`config.mk`:
```
export PLATFORM = sky130hd
export DESIGN_NAME = sdpram_burst_reader
export DESIGN_NICKNAME = d
export VERILOG_FILES = /design/src/rtl/sdpram_burst_reader_pkg.sv /design/src/rtl/sdpram_burst_reader_rd_buf_fifo.sv /design/src/rtl/sdpram_burst_reader.sv
export SDC_FILE = /design/constraint.sdc
export NUM_CORES = 1
export LEC_CHECK = 0
export CAP_MARGIN = 20
export CORE_MARGIN = 2
export CORE_UTILIZATION = 56
export DETAILED_ROUTE_END_ITERATION = 7
export PLACE_DENSITY_LB_ADDON = 0.2
export REMOVE_ABC_BUFFERS = 1
export SYNTH_ARGS = -nofsm -noshare
export SYNTH_HDL_FRONTEND = slang
export SYNTH_SLANG_ARGS = --single-unit
```
`constraint.sdc`:
```
create_clock -name clk -period 4 [get_ports clk]
set_input_delay 0.8 -clock clk [delete_from_list [all_inputs] [get_ports clk]]
set_output_delay 0.8 -clock clk [all_outputs]
set_load 0.01 [all_outputs]
```
`src/rtl/sdpram_burst_reader_pkg.sv`:
```
// Shared definitions for the port-B burst reader of the simple dual port RAM.
//   DATA_WIDTH_DEF / ADDR_WIDTH_DEF : default RAM word and address widths
//   RD_BUF_DEPTH                    : entries in the read-return buffer
//   rd_state_t                      : reader FSM state encoding
package sdpram_pkg;

  localparam int DATA_WIDTH_DEF = 32;
  localparam int ADDR_WIDTH_DEF = 8;
  localparam int RD_BUF_DEPTH   = 4;

  typedef enum logic [1:0] {
    IDLE  = 2'd0,
    READ  = 2'd1,
    DRAIN = 2'd2,
    DONE  = 2'd3
  } rd_state_t;

endpackage

```
`src/rtl/sdpram_burst_reader_rd_buf_fifo.sv`:
```
// Read-return buffer: small synchronous FIFO holding RAM words tagged with a
// last-of-burst flag.
//   clk, rst : clock, synchronous active-high reset (flushes all entries)
//   push     : write wdata (ignored when full)
//   wdata    : {last, data}
//   pop      : drop head entry (ignored when empty)
//   rdata    : head entry
//   full     : all DEPTH entries occupied
//   empty    : no entries
//   count    : current occupancy, 0..DEPTH
module rd_buf_fifo #(
  parameter int WIDTH = 33,
  parameter int DEPTH = 4
) (
  input  logic                     clk,
  input  logic                     rst,
  input  logic                     push,
  input  logic [WIDTH-1:0]         wdata,
  input  logic                     pop,
  output logic [WIDTH-1:0]         rdata,
  output logic                     full,
  output logic                     empty,
  output logic [$clog2(DEPTH):0]   count
);

  localparam int PW = $clog2(DEPTH);
  localparam int CW = PW + 1;

  logic [WIDTH-1:0] mem_q [DEPTH];
  logic [PW-1:0]    wr_ptr_q;
  logic [PW-1:0]    rd_ptr_q;
  logic [CW-1:0]    count_q;
  logic             do_push;
  logic             do_pop;

  assign full    = (count_q == CW'(DEPTH));
  assign empty   = (count_q == '0);
  assign count   = count_q;
  assign rdata   = mem_q[rd_ptr_q];
  assign do_push = push && !full;
  assign do_pop  = pop && !empty;

  always_ff @(posedge clk) begin
    if (rst) begin
      wr_ptr_q <= '0;
      rd_ptr_q <= '0;
      count_q  <= '0;
      for (int i = 0; i < DEPTH; i++) mem_q[i] <= '0;
    end else begin
      if (do_push) begin
        mem_q[wr_ptr_q] <= wdata;
        wr_ptr_q        <= wr_ptr_q + 1'b1;
      end
      if (do_pop) rd_ptr_q <= rd_ptr_q + 1'b1;
      count_q <= count_q + CW'(do_push) - CW'(do_pop);
    end
  end

endmodule

```
`src/rtl/sdpram_burst_reader.sv`:
```
// Port-B burst reader: on start, reads len consecutive words (wrapping at the
// top of memory) from start_addr and streams them on a valid/ready interface.
//   clk, rst              : clock, synchronous active-high reset
//   start/start_addr/len  : burst request, sampled only in IDLE
//   busy, done            : burst in progress / one-cycle completion pulse
//   renb, addrb, doutb    : RAM port B (registered enable/address, 1-cycle data)
//   m_valid/m_data/m_last : stream output, m_ready from the sink
//
// state | meaning
// IDLE  | waiting for start
// READ  | issuing RAM reads under buffer credit
// DRAIN | all reads issued, emptying buffer until final handshake
// DONE  | one-cycle done pulse
module sdpram_burst_reader
  import sdpram_pkg::*;
#(
  parameter int DATA_WIDTH = DATA_WIDTH_DEF,
  parameter int ADDR_WIDTH = ADDR_WIDTH_DEF,
  parameter int LEN_WIDTH  = ADDR_WIDTH + 1
) (
  input  logic                  clk,
  input  logic                  rst,
  input  logic                  start,
  input  logic [ADDR_WIDTH-1:0] start_addr,
  input  logic [LEN_WIDTH-1:0]  len,
  output logic                  busy,
  output logic                  done,
  output logic                  renb,
  output logic [ADDR_WIDTH-1:0] addrb,
  input  logic [DATA_WIDTH-1:0] doutb,
  output logic                  m_valid,
  output logic [DATA_WIDTH-1:0] m_data,
  output logic                  m_last,
  input  logic                  m_ready
);

  localparam int CNT_W = $clog2(RD_BUF_DEPTH) + 1;

  rd_state_t             state_q;
  logic [ADDR_WIDTH-1:0] addr_q;
  logic [ADDR_WIDTH-1:0] addrb_q;
  logic [LEN_WIDTH-1:0]  issue_cnt_q;
  logic [LEN_WIDTH-1:0]  out_cnt_q;
  logic                  renb_q;
  logic                  renb_last_q;
  logic                  pend_q;
  logic                  pend_last_q;

  logic [DATA_WIDTH:0]   fifo_rdata;
  logic                  fifo_full;
  logic                  fifo_empty;
  logic [CNT_W-1:0]      fifo_count;
  logic                  hs;
  logic [CNT_W:0]        committed;
  logic                  can_issue;

  // pend_q marks the cycle doutb is valid; the word is pushed at its end.
  rd_buf_fifo #(
    .WIDTH (DATA_WIDTH + 1),
    .DEPTH (RD_BUF_DEPTH)
  ) u_buf (
    .clk   (clk),
    .rst   (rst),
    .push  (pend_q),
    .wdata ({pend_last_q, doutb}),
    .pop   (hs),
    .rdata (fifo_rdata),
    .full  (fifo_full),
    .empty (fifo_empty),
    .count (fifo_count)
  );

  assign m_valid = !fifo_empty;
  assign m_data  = fifo_empty ? '0 : fifo_rdata[DATA_WIDTH-1:0];
  assign m_last  = !fifo_empty && fifo_rdata[DATA_WIDTH];
  assign hs      = m_valid && m_ready;
  assign busy    = (state_q == READ) || (state_q == DRAIN);
  assign done    = (state_q == DONE);
  assign renb    = renb_q;
  assign addrb   = addrb_q;

  // Slots claimed after this edge: buffer minus the word leaving now, the word
  // landing now, the read on the RAM bus, and the read being decided.
  assign committed = (CNT_W+1)'(fifo_count) + (CNT_W+1)'(pend_q) +
                     (CNT_W+1)'(renb_q) + (CNT_W+1)'(1) - (CNT_W+1)'(hs);
  assign can_issue = (issue_cnt_q != '0) && (committed < (CNT_W+1)'(RD_BUF_DEPTH));

  always_ff @(posedge clk) begin
    if (rst) begin
      state_q     <= IDLE;
      addr_q      <= '0;
      addrb_q     <= '0;
      issue_cnt_q <= '0;
      out_cnt_q   <= '0;
      renb_q      <= 1'b0;
      renb_last_q <= 1'b0;
      pend_q      <= 1'b0;
      pend_last_q <= 1'b0;
    end else begin
      renb_q      <= 1'b0;
      pend_q      <= renb_q;
      pend_last_q <= renb_last_q;
      if (hs) out_cnt_q <= out_cnt_q - 1'b1;
      case (state_q)
        IDLE: begin
          if (start) begin
            if (len != '0) begin
              // First read goes out immediately to meet the start->renb latency.
              state_q     <= READ;
              renb_q      <= 1'b1;
              renb_last_q <= (len == LEN_WIDTH'(1));
              addrb_q     <= start_addr;
              addr_q      <= start_addr + 1'b1;
              issue_cnt_q <= len - 1'b1;
              out_cnt_q   <= len;
            end else begin
              state_q <= DONE;
            end
          end
        end
        READ: begin
          if (can_issue) begin
            renb_q      <= 1'b1;
            renb_last_q <= (issue_cnt_q == LEN_WIDTH'(1));
            addrb_q     <= addr_q;
            addr_q      <= addr_q + 1'b1;
            issue_cnt_q <= issue_cnt_q - 1'b1;
          end
          if (issue_cnt_q == '0) state_q <= DRAIN;
        end
        DRAIN: begin
          if (hs && m_last) state_q <= DONE;
        end
        DONE: state_q <= IDLE;
        default: state_q <= IDLE;
      endcase
    end
  end

  always_ff @(posedge clk) begin
    if (!rst) begin
      assert (!(pend_q && fifo_full && !hs))
        else $error("read buffer overflow");
      assert (!m_valid || (m_last == (out_cnt_q == LEN_WIDTH'(1))))
        else $error("m_last disagrees with remaining word count");
    end
  end

endmodule

```
==> results of run 1 <==
[power groups by stage]
stage | clock network [mW] | registers [mW] | logic, mW
floorplan | 0 | 2.40 | 1.27
global placement | 0 | 2.38 | 2.17
detailed placement | 0 | 2.40 | 2.23
CTS | 1.65 | 2.36 | 2.25
global route | 1.71 | 2.40 | 2.43
finish | 1.63 | 2.36 | 2.24
[registers in the layout, summed over array words and instances (netlist names), named ones only]
name            cells
addr_q              8
addrb               8
issue_cnt_q         9
pend_last_q         1
pend_q              1
renb                1
renb_last_q         1
state_q             2
u_buf.count         3
u_buf.mem_q       132
u_buf.rd_ptr_q      2
u_buf.wr_ptr_q      2
[cell type report]
class | count | area [µm²]
clock buffer | 19 | 433
fill | 1032 | 4420
clock inverter | 12 | 148
tap | 184 | 230
inverter | 52 | 195
multi-input combinational | 426 | 3120
timing repair buffer | 114 | 1110
sequential | 172 | 4770
[stage by stage]
stage	area [µm²]	utilization	hold WS, ns	worst slack [ns]
floorplan	8030	-	0.439	0.127
global placement	9420	0.653	0.452	0.509
detailed placement	9420	0.653	0.478	0.434
CTS	10000	0.694	0.489	0.604
global route	10000	0.694	0.507	0.527
finish	10000	0.694	0.488	0.657
[worst max-delay path by stage]
| stage | cells past startpoint | startpoint | endpoint | slack, ns |
|---|---|---|---|---|
| finish | 4 | flop | m_last | 0.66 |
| global route | 9 | m_ready | addrb[4] | 0.53 |
| CTS | 4 | flop | m_last | 0.60 |
| detailed placement | 9 | m_ready | addrb[4] | 0.43 |
| global placement | 9 | m_ready | addrb[4] | 0.51 |
| floorplan | 2 | u_buf.wr_ptr_q[0] | u_buf.mem_q[2][0] | 0.13 |
[placed cells by master (no fill, tap or decap), drive strengths merged, types with 3 or more instances in the layout]
| cell type | count |
|---|---|
| mux2i | 3 |
| bufinv | 3 |
| mux2 | 4 |
| and2 | 68 |
| clkinv | 5 |
| or4 | 5 |
| a31oi | 11 |
| nor2b | 7 |
| nor4 | 3 |
| a311oi | 4 |
| nand3 | 8 |
| ha | 12 |
| buf | 17 |
| edfxtp | 132 |
| o21ai | 14 |
| nand2 | 53 |
| nand3b | 3 |
| o31ai | 10 |
| mux4 | 33 |
| clkbuf | 19 |
| clkdlybuf4s50 | 97 |
| dfxtp | 40 |
| xor2 | 3 |
| clkinvlp | 3 |
| a211oi | 4 |
| or3 | 4 |
| inv | 53 |
| o2111ai | 3 |
| nor3 | 14 |
| a21oi | 28 |
| o211ai | 5 |
| nor2 | 90 |
| xnor2 | 7 |
| nand2b | 3 |
[cell families after synthesis]
| group | after synthesis |
|---|---|
| mux | 40 |
| flops | 172 |
| xor+xnor | 10 |
| simple gates | 268 |
| compound gates | 94 |
| fa+ha+maj | 14 |
| buf+inv | 96 |
[per-layer routing]
metal | vias up | global-route usage | share of wire
li1 | 2657 | - | -
met1 | 2777 | 0.291 | 0.40
met2 | 203 | 0.425 | 0.52
met3 | 37 | 0.0471 | 0.050
met4 | 0 | 0.0980 | 0.024
met5 | - | 0 | 0
==> flow_summary_export.csv, run 1 <==
group,metric,value,unit
cts,postCtsHoldBufs,0,
cts,ctsRootBufferMaster,"clkbuf_16",
timing,rsz0062_at_grt,"no",
finish,fin_cells,979,
worst_setup_path,end_kind,"output pin",
finish,antenna_cells,0,
logic_synthesis,synth_mux_area_frac,0.0996,
logic_synthesis,synth.distinct_cells,61,
drt,dr.pass1.iters,5,
cts,htree_levels,4,
finish,drive_gt1_frac,0.125,
finish,area_growth,21.8,%
timing,maxSlewViolCount,0,
floorplan,io_pins,98,
logic_synthesis,synth_compound_area_frac,0.0772,
logic_synthesis,synth_top_family_by_area,"simple AND/OR/NAND/NOR gates",
timing,layout_min_cycle_time,3.34,ns
global_route,track_usage,0.241,
power,swShare,0.325,
placement,place_congestion,0.854,
floorplan,dieArea,15700,µm²
global_route,grt_overflow,0,
worst_setup_path,start_kind,"flop",
worst_setup_path,crit_chain,"buf_12, mux4_2, and2_1, clkdlybuf4s50_1",
worst_setup_path,rr_endpoint,"addr_q[6]",
power,internal-power,4.20,mW
power,p_seq_frac,0.379,
power,p_comb_frac,0.359,
worst_setup_path,crit_family,"buffers and inverters",
logic_synthesis,synthAdderAreaFrac,0.0231,
floorplan,die_height,125,µm
logic_synthesis,netlist.top_cell.by_area,"edfxtp_1",
cts,cts_tree,"done",
run,drv_cap,0,
worst_setup_path,cp_max_fo,25,
logic_synthesis,synth_common_cells,"edfxtp_1, nor2_1, and2_1",
drt,avgRoutedWirePerCell,18.7,µm
logic_synthesis,synth_top_area_share,0.482,
timing,hold_violations,0,
placement,io_buffers,97,
timing,finalSetupTns,0,ns
logic_synthesis,synth.most_common_cell,"edfxtp_1",
outcome,outcome,"finished clean",
logic_synthesis,syn_area,8220,µm²
timing,finClkSkew,0.00730,ns
worst_setup_path,critPathMaxStageDelay,0.59,ns
floorplan,num_rows,44,
placement,dp.cells,948,
cts,post-cts-setup-buffers,0,
drt,wl,18300,µm
worst_setup_path,rr_startpoint,"state_q[1]",
timing,fin_crit_sh,0.836,
global_route,grt_start_max_net_pins,36,
logic_synthesis,ys_seq_area_frac,0.580,
cts,clk_pin_slew,0.06,ns
hold_path,hold_path_end,"pend_last_q",
logic_synthesis,synth-simple-area-share,0.163,
power,pwr-share-clk,0.262,
timing,setup_viol,0,
worst_setup_path,r2r_slack,1.05,ns
worst_setup_path,crit_buf_inv,2,
drt,first_iter_violations,419,
placement,dp_hpwl,11200,µm
hold_path,min-delay-start,"renb_last_q",
logic_synthesis,ys_seq_elements,172,
power,p_sw,2.03,mW
logic_synthesis,postSynthCellCount,694,
cts,clock_path_buffers,2,
power,power_density,623,nW/µm²
floorplan,start_util,0.570,
floorplan,core-area,14400,µm²
hold_path,hp-class,"reg2reg",
hold_path,worstHoldPathCells,1,
worst_setup_path,slowest_stage,"mux4_2",
power,vdd_drop_max,0.366,mV
finish,nets,850,
logic_synthesis,synth.top_cells.by_area,"edfxtp_1, dfxtp_1, mux4_2",
timing,timing.fmax,299,MHz
logic_synthesis,async_flop_share,0,
global_route,grt_pass1_vias,5969,
timing,relSlewSlack,0.362,
logic_synthesis,synth_edf_count,132,
global_route,grt_pass1_wl,29300,µm
logic_synthesis,ys.warnings.count,0,
timing,tightest_slew,0.957,ns
drt,antenna_left,0,
worst_setup_path,worstPathRequired,3.20,ns
worst_setup_path,ff2ff_path_depth,9,
worst_setup_path,critPathKind,"reg2out",
logic_synthesis,avgSynthCellArea,11.8,µm²
cts,post_cts_resized,0,
global_route,antenna_found_initial,0,
cts,cts_buffers,17,
drt,detail_route.vias_per_cell,5.80,
drt,route.vias.total,5674,
logic_synthesis,synth_xor_area_frac,0.0107,
drt,drc,0,
power,total_leakage_power,3.74,nW
worst_setup_path,arrival,2.54,ns
cts,cts.sinks,172,
logic_synthesis,ys.flop_type,"edfxtp_1",
cts,clkLatencyLatePin,0.42,ns
floorplan,die_width,125,µm
power,total_power,6.23,mW
No activity file was read; power rests on OpenSTA's default activity.
==> run 2, diff against run 1 <==
Clock period 4 ns to 3.25 ns, I/O delays scaled along.
==> flow_summary_export.csv, run 2 (synthesis results as in run 1) <==
group,metric,value,unit
finish,fin_cells,988,
cts,clkLatencyLatePin,0.43,ns
timing,hold_violations,0,
placement,dp_hpwl,11700,µm
timing,tightest_slew,0.977,ns
floorplan,core-area,14400,µm²
finish,largest_register_ffs,132,
timing,finClkSkew,0.00932,ns
global_route,grt_overflow,0,
timing,rsz0062_at_grt,"no",
floorplan,dieArea,15700,µm²
drt,detail_route.vias_per_cell,5.82,
drt,dr.pass1.iters,5,
timing,maxSlewViolCount,0,
timing,layout_min_cycle_time,3.02,ns
worst_setup_path,arrival,2.37,ns
drt,drc,0,
floorplan,num_rows,44,
floorplan,start_util,0.570,
global_route,grt_start_max_net_pins,36,
run,drv_cap,0,
power,power_density,767,nW/µm²
outcome,outcome,"finished clean",
hold_path,hp-class,"reg2reg",
worst_setup_path,ff2ff_path_depth,10,
power,total_power,7.75,mW
finish,top_regs,"u_buf.mem_q x132, issue_cnt_q x9",
global_route,grt_pass1_vias,5846,
finish,antenna_cells,0,
drt,antenna_left,0,
worst_setup_path,worstPathRequired,2.60,ns
drt,avgRoutedWirePerCell,18.6,µm
cts,ctsRootBufferMaster,"clkbuf_16",
placement,io_buffers,97,
cts,htree_levels,4,
finish,area_growth,22.9,%
global_route,antenna_found_initial,0,
power,total_leakage_power,3.81,nW
timing,timing.fmax,331,MHz
worst_setup_path,start_kind,"flop",
worst_setup_path,critPathKind,"reg2out",
drt,wl,18300,µm
finish,nets,860,
drt,route.vias.total,5747,
placement,place_congestion,0.845,
placement,dp_slack,-0.0586,ns
cts,cts.sinks,172,
cts,postCtsHoldBufs,0,
timing,fin_crit_sh,0.931,
floorplan,die_height,125,µm
global_route,track_usage,0.242,
floorplan,die_width,125,µm
finish,final_common_cell,"edfxtp_1",
drt,first_iter_violations,530,
worst_setup_path,cp_max_fo,17,
timing,relSlewSlack,0.347,
finish,mostFrequentLayoutCells,"edfxtp_1, clkdlybuf4s50_1, nor2_1",
worst_setup_path,end_kind,"output pin",
cts,post-cts-setup-buffers,0,
floorplan,io_pins,98,
cts,clock_path_buffers,2,
placement,dp.cells,958,
power,vdd_drop_max,0.462,mV
cts,cts_buffers,17,
finish,drive_gt1_frac,0.134,
finish,largest_register,"u_buf.mem_q",
cts,cts_tree,"done",
finish,fillers,1029,
cts,clk_pin_slew,0.06,ns
timing,setup_ws,0.225,ns
timing,setup_viol,0,
hold_path,worstHoldPathCells,2,
cts,post_cts_resized,0,
global_route,grt_pass1_wl,29400,µm
[run 2: cell types whose count changed in the layout (fill, tap and decap cells not counted), sizes merged]
cell,previous run,this run
buf,17,27
clkinv,5,8
clkinvlp,3,0
clkbuf,19,17
inv,53,54
[run 2: final cells by class]
type | count | area [µm²] | area share
Sequential cell | 172 | 4770 | 0.472
Multi-Input combinational cell | 426 | 3120 | 0.309
Timing Repair Buffer | 124 | 1210 | 0.120
Clock buffer | 17 | 425 | 0.0421
Tap cell | 184 | 230 | 0.0228
Inverter | 52 | 195 | 0.0193
Clock inverter | 13 | 149 | 0.0147
[run 2: power by group]
part	switching (mW)	total (mW)	internal [mW]
clock	0.823	2.02	1.19
sequential	0.219	2.88	2.66
combinational	1.47	2.85	1.38
[run 2: final timing paths]
check | from | end | slack, ns
min reg2reg | addr_q[7] | addr_q[7] | 0.47
min | addr_q[7] | addr_q[7] | 0.47
max reg2reg | u_buf.count[1] | addrb[4] | 0.49
max | flop | m_data[13] | 0.23
[run 2: metrics by stage]
step                setup TNS [ns]  utilization  area, µm²  hold WS, ns
floorplan                   -52.97            -       8030        0.439
global placement                 0        0.660       9520        0.450
detailed placement         -0.0874        0.660       9520        0.466
CTS                              0        0.700      10100        0.474
global route                     0        0.700      10100        0.494
finish                           0        0.700      10100        0.473
[run 2: worst max-delay path: stages (launching register included)]
cell	delay [ns]
dfxtp_2	0.64
buf_4	0.33
mux4_2	0.32
and2_1	0.18
clkdlybuf4s50_1	0.48
[run 2: metal layers]
| metal | track usage | wire length, µm | vias to the layer above |
|---|---|---|---|
| met5 | 0 | 0 | - |
| met4 | 0.0915 | 306 | 0 |
| met1 | 0.294 | 7330 | 2815 |
| li1 | - | - | 2673 |
| met2 | 0.425 | 9640 | 225 |
| met3 | 0.0522 | 1060 | 34 |
